--- config.mk ---
export PLATFORM = sky130hd
export DESIGN_NAME = word_serializer
export DESIGN_NICKNAME = d
export VERILOG_FILES = /design/src/rtl/word_serializer.sv
export SDC_FILE = /design/constraint.sdc
export NUM_CORES = 1
export LEC_CHECK = 0
export ABC_CLOCK_PERIOD_IN_PS = 1600
export CORE_AREA = 10 10 61 63
export CTS_CLUSTER_DIAMETER = 60
export DETAILED_ROUTE_END_ITERATION = 6
export DIE_AREA = 0 0 71 73
export GPL_ROUTABILITY_DRIVEN = 0
export PLACE_DENSITY = 0.74
export SLEW_MARGIN = 0
export SYNTH_ARGS = -nofsm -noshare
export SYNTH_HDL_FRONTEND = slang
export SYNTH_SLANG_ARGS = --single-unit
--- constraint.sdc ---
create_clock -name clk -period 1.6 [get_ports clk]
set_input_delay 0.16 -clock clk [delete_from_list [all_inputs] [get_ports clk]]
set_output_delay 0.16 -clock clk [all_outputs]
set_load 0.01 [all_outputs]
--- src/rtl/word_serializer.sv ---
// word_serializer: accepts WIDTH-bit words over valid/ready and shifts them
// out MSB-first, one bit per clock, with first/last frame markers. A
// one-entry holding buffer lets consecutive words leave with no idle gap.
module word_serializer #(
    parameter int WIDTH = 8,
    parameter int CNT_W = $clog2(WIDTH)
) (
    input  logic             clk,
    input  logic             rst,
    input  logic [WIDTH-1:0] din,
    input  logic             din_valid,
    output logic             din_ready,
    input  logic             flush,
    output logic             a,
    output logic             bit_valid,
    output logic             first,
    output logic             last,
    output logic             busy
);

    typedef enum logic {
        S_IDLE  = 1'b0,
        S_SHIFT = 1'b1
    } state_t;

    localparam logic [CNT_W-1:0] LAST_CNT     = CNT_W'(WIDTH - 1);
    localparam logic [CNT_W-1:0] PRE_LAST_CNT = CNT_W'(WIDTH - 2);

    state_t             r_state;
    // Bits still to be sent after the one currently on a, MSB-aligned.
    logic [WIDTH-2:0]   r_shift;
    logic [CNT_W-1:0]   r_cnt;
    logic [WIDTH-1:0]   r_buf;
    logic               r_buf_full;
    logic               r_a;
    logic               r_bit_valid;
    logic               r_first;
    logic               r_last;

    logic               w_din_ready;
    logic               w_accept;
    logic               w_word_end;
    logic               w_load_from_buf;
    logic               w_load_from_din;
    logic               w_load;
    logic [WIDTH-1:0]   w_load_word;

    assign w_din_ready = !rst && !r_buf_full;
    assign w_accept    = din_valid && w_din_ready;
    assign w_word_end  = (r_state == S_SHIFT) && (r_cnt == LAST_CNT);

    // Pick what enters the shifter at a word boundary: the buffer first, else a fresh word.
    always_comb begin
        w_load_from_buf = 1'b0;
        w_load_from_din = 1'b0;
        w_load_word     = r_buf;
        if ((r_state == S_IDLE) || w_word_end) begin
            if (r_buf_full) begin
                w_load_from_buf = 1'b1;
                w_load_word     = r_buf;
            end else if (w_accept) begin
                w_load_from_din = 1'b1;
                w_load_word     = din;
            end
        end
        w_load = w_load_from_buf || w_load_from_din;
    end

    // Serializer FSM: buffer bookkeeping, shifter, bit counter and registered outputs.
    always_ff @(posedge clk) begin
        if (rst || flush) begin
            r_state     <= S_IDLE;
            r_shift     <= '0;
            r_cnt       <= '0;
            r_buf       <= '0;
            r_buf_full  <= 1'b0;
            r_a         <= 1'b0;
            r_bit_valid <= 1'b0;
            r_first     <= 1'b0;
            r_last      <= 1'b0;
        end else begin
            // An accepted word that does not go straight to the shifter parks in the buffer.
            if (w_accept && !w_load_from_din) begin
                r_buf <= din;
            end
            r_buf_full <= (r_buf_full && !w_load_from_buf) || (w_accept && !w_load_from_din);

            if (w_load) begin
                r_state     <= S_SHIFT;
                r_shift     <= w_load_word[WIDTH-2:0];
                r_a         <= w_load_word[WIDTH-1];
                r_cnt       <= '0;
                r_bit_valid <= 1'b1;
                r_first     <= 1'b1;
                r_last      <= 1'b0;
            end else if ((r_state == S_SHIFT) && !w_word_end) begin
                r_shift     <= r_shift << 1;
                r_a         <= r_shift[WIDTH-2];
                r_cnt       <= r_cnt + CNT_W'(1);
                r_bit_valid <= 1'b1;
                r_first     <= 1'b0;
                r_last      <= (r_cnt == PRE_LAST_CNT);
            end else begin
                r_state     <= S_IDLE;
                r_cnt       <= '0;
                r_a         <= 1'b0;
                r_bit_valid <= 1'b0;
                r_first     <= 1'b0;
                r_last      <= 1'b0;
            end
        end
    end

    assign din_ready = w_din_ready;
    assign a         = r_a;
    assign bit_valid = r_bit_valid;
    assign first     = r_first;
    assign last      = r_last;
    assign busy      = (r_state == S_SHIFT) || r_buf_full;

endmodule
# Word level (Yosys, flattened, before mapping)
# Cells that the tools add are included.
classes:
  add_sub_neg: 1
  n_eq_ne: 3
  muxes: 17
  n_bitwise: 2
  n_reduce_logical: 18
ops:
  columns: ["op", "count"]
  rows:
  - ["two-way mux 8 bit", 3]
  - ["two-way mux 7 bit", 2]
  - ["two-way mux 1 bit", 12]
  - ["== test 3 bit (second input constant)", 2]
  - ["logical AND 1 bit", 6]
  - ["zero test 1 bit", 5]
  - ["logical OR 1 bit", 5]
  - ["adder 3 x 1 -> 3 bit (second input constant)", 1]
  - ["OR reduction 3 bit", 1]
  - ["inequality test 2 bit (second input constant)", 1]
  - ["NOT 1 bit", 2]
  - ["nonzero test 2 bit", 1]
totals:
  regBits: 24
  out_inout_bits: 6

# Logic depth before layout (Yosys ltp)
depth:
  depth_word: 9
  depth_mapped: 6
  mapped_depth_nobuf: 5

# Worst setup path after synthesis
# Ideal clock, no wire load.
synth_path:
  kind: "reg-to-reg"
  start: "register r_cnt[0]"
  end: "register r_shift[1]"
  setup_ns: 0.092
  t_arrival_ns: 1.368
  required_ns: 1.508
  path_slack_ns: 0.140
  path_stages_with_launch: 7
  path_buffers: 1
  path_cell_list: "dfxtp_1 -> ha_1 -> ha_1 -> and2b_1 -> buf_2 -> nor3_1 -> nor4_1"
synth_between:
  elab_chain_cells: 6
synth_lines:
  columns: ["item", "line_no", "rtl"]
  rows:
  - ["start: declaration", "32", "logic [CNT_W-1:0] r_cnt;"]
  - ["start signal: assignment", "99", "r_cnt <= r_cnt + CNT_W'(1);"]
  - ["== test 3 bit *", "50", "assign w_word_end = (r_state == S_SHIFT) && (r_cnt == LAST_CNT);"]
  - ["logical AND 1 bit *", "50", null]
  - ["logical OR 1 bit", "57", "if ((r_state == S_IDLE) || w_word_end) begin"]
  - ["two-way mux 1 bit", "57", null]
  - ["logical OR 1 bit", "66", "w_load = w_load_from_buf || w_load_from_din;"]
  - ["two-way mux 7 bit / nonzero test 2 bit (equally long branches)", null, null]
  - ["end signal: assignment", "90", "r_shift <= w_load_word[WIDTH-2:0];"]
  - ["end signal: assignment", "97", "r_shift <= r_shift << 1;"]
  - ["end: declaration", "31", "logic [WIDTH-2:0] r_shift;"]
# Every way passes the cells marked *; elsewhere a longest branch is shown, timed or not.
# A chain may end at the register's enable or synchronous reset.

# Worst setup path in the final report
layout_path:
  start: "register r_buf_full"
  end: "output port din_ready"
layout_between:
  elab_chain_cells: 2
layout_lines:
  columns: ["item", "line_no", "rtl"]
  rows:
  - ["start: declaration", "34", "logic r_buf_full;"]
  - ["start signal: assignment", "86", "r_buf_full <= (r_buf_full && !w_load_from_buf) || (w_accept && !w_load_from_din);"]
  - ["zero test 1 bit", "48", "assign w_din_ready = !rst && !r_buf_full;"]
  - ["logical AND 1 bit", "48", null]
  - ["end: declaration", "12", "output logic din_ready,"]
# Every way passes these cells.

==> qor.yml <==
run_status:
  status: "completed"
sta:
  fin_ws_ns: 0.0639
  fmax_mhz: 651
  finClkSkew_ns: 0.0104
  relSlewSlack_pct: 73.9
  period_share_pct: 96.0
  final-hold-violation-count: 0
  finalMaxSlewViolations: 0
  worst_slew_pin_slew_ns: 0.391
  fin_crit_ns: 1.54
  finalSetupViolCount: 0
  fin_tns_setup_ns: 0
grt:
  grt_pass1_vias: 1016
  antenna_found_initial: 0
  grt-ovfl-total: 0
  grt_max_degree: 24
  gr-usage-all-layers_pct: 10.5
  grt_pass1_wl_um: 4460
worst_hold_path:
  worstHoldPathType: "in2reg"
cells_and_area:
  post_route_cells_drive_above_1_share_pct: 19.3
  final_cell_mix: "dfxtp_1 (22), clkdlybuf4s50_1 (15), a21oi_1 (11), nand3_1 (11)"
  multi_input_area_sq_um: 573
  seq_area_sq_um: 483
  mostFrequentLayoutCell: "dfxtp_1"
  fillCellCount: 224
  diodes: 0
  final_core_util_pct: 56.5
  fin_nets: 161
  fin_area_sq_um: 1480
  area_growth_pct: 35.8
yosys:
  synth.top_cell.area_share_pct: 44.2
  yosys-top-cells-area: "dfxtp_1 (44%), mux2i_1 (6.4%), a21oi_1 (5.1%)"
  synth_area_leader_cell: "dfxtp_1"
  synth-edff-count: 0
  syn_inst: 121
  ys_seq_area_share_pct: 44.2
  synth_warnings: 0
  avgSynthCellArea_sq_um: 8.99
  ys.flop_type: "dfxtp_1"
  async_flop_share_pct: 0
  syn_area_sq_um: 1090
  synth_fp_nets: 136
  yosys_register_bits: 24
  synth_cell_types: 26
power_and_ir_drop:
  ir_drop_mv: 0.605
  power_density_nw_per_um2: 841
  intPower_mw: 0.958
  seqPwrFrac_pct: 50.0
  pwr-share-clk_pct: 36.2
  p_comb_share_pct: 13.8
  leakage_nw: 0.583
  finalPower_mw: 1.24
  switchingPower_mw: 0.284
  swShare_pct: 22.9
setup_path:
  crit_type: "reg2out"
  crit_chain: "nor2_1 > clkdlybuf4s50_1"
  worstPathRequired_ns: 1.44
  cp.arrival_ns: 1.38
  worstPathMaxFanout: 7
  end_kind: "output pin"
  cp_slowest_stage_delay_ns: 0.55
  crit_slowest_cell: "clkdlybuf4s50_1"
  start_kind: "flip-flop"
cts:
  cts_buffer_depth: 2
  clock_sinks: 24
  cts_hold_buf: 0
  cts_root_buf: "clkbuf_4"
  clock_latency_ns: 0.33
  numCtsBuffers: 3
  htreeDepth: 1
  clk_pin_slew_ns: 0.13
  cts_tree: "built"
floorplanning:
  coreArea_sq_um: 2620
  ios: 18
  rows: 19
  die_area_sq_um: 5180
  start_util_pct: 41.6
  die_y_um: 73
  die_x_um: 71
placed_design:
  hpwlAfterDp_um: 1920
  post-place-ws_ns: -0.0322
  io_buffers: 17
  placed_area_sq_um: 1340
drt:
  dr.pass1.iters: 6
  drt-wirelength-per-cell_um: 16.1
  via_per_inst: 5.66
  routed_wl_um: 2830
  vias: 996
  drt_iter0_drc: 69
  drc: 0
  postRouteAntennaNets: 0
flow_run:
  drv_cap: 0
==> final timing paths <==
kind         slack (ns)    endpoint  depth (start not counted)        from
max                0.06   din_ready                          2  r_buf_full
min                0.34  r_buf_full                          3         rst
max reg2reg        0.08  r_shift[6]                          6    r_cnt[0]
min reg2reg        0.45        last                          2    r_cnt[2]
==> flip-flops by register name, indices dropped and copies added, names as in the netlist <==
signal and flops:
r_buf 8, r_shift 7, r_state 1, r_buf_full 1, first 1, last 1, r_cnt 3, bit_valid 1
a 1
==> layout make-up <==
class	count	share of cell area [%]
Multi-Input combinational cell	86	38.8
Sequential cell	24	32.7
Timing Repair Buffer	29	21.8
Tap cell	31	2.63
Clock inverter	1	2.03
Clock buffer	3	1.53
Inverter	2	0.508
==> critical path, delay by kind of cell (launching register included) <==
family                 cells  cell delay [ns]
buffers and inverters      1             0.55
flip-flops                 1             0.39
AND/OR/NAND/NOR            1             0.12
==> cells in the mapped netlist (3+ instances only) <==
library cell	n
buf_2	3
ha_1	3
nand2_1	3
clkbuf_1	4
mux2i_1	7
nand3_1	11
nor2_1	7
a21oi_1	11
nor3_1	8
o21ai_0	8
nand2b_1	3
nor4_1	8
or2b_1	5
dfxtp_1	24
==> through the flow <==
step           hold slack [ns]  cells
6_report                 0.337    176
5_1_grt                  0.368    176
4_1_cts                  0.411    173
3_5_place_dp             0.429    169
3_3_place_gp             0.421    169
2_1_floorplan            0.308    121
==> repair_timing <==
action	in CTS	in global routing
gates resized for setup	2	8
setup endpoints to repair	1	6
pin swaps	0	1
gates cloned	0	2
buffers inserted	0	1
==> power groups by stage <==
| stage | Combinational (mW) | Clock (mW) | Sequential (mW) |
|---|---|---|---|
| floorplan | 0.0764 | 0 | 0.631 |
| global placement | 0.149 | 0 | 0.631 |
| detailed placement | 0.153 | 0 | 0.632 |
| CTS | 0.153 | 0.448 | 0.619 |
| global route | 0.186 | 0.468 | 0.622 |
| finish | 0.172 | 0.449 | 0.620 |
==> routing by layer <==
layer	up-vias	global-route usage (%)	wire length, um
li1	481	-	-
met1	476	10.9	1140
met2	33	17.8	1440
met3	6	3.81	194
met4	0	6.02	55
met5	-	0	0
==> logic make-up (layout without fill, tap and decap cells) <==
| group | Yosys count | in the layout | synth area share, % |
|---|---|---|---|
| fa+ha+maj | 3 | 3 | 3.45 |
| mux | 7 | 7 | 6.44 |
| compound gates | 23 | 23 | 12.1 |
| flops | 24 | 24 | 44.2 |
| buf+inv | 11 | 35 | 5.52 |
| simple gates | 53 | 53 | 28.3 |
Note: power is estimated with default switching activity, not from simulation.
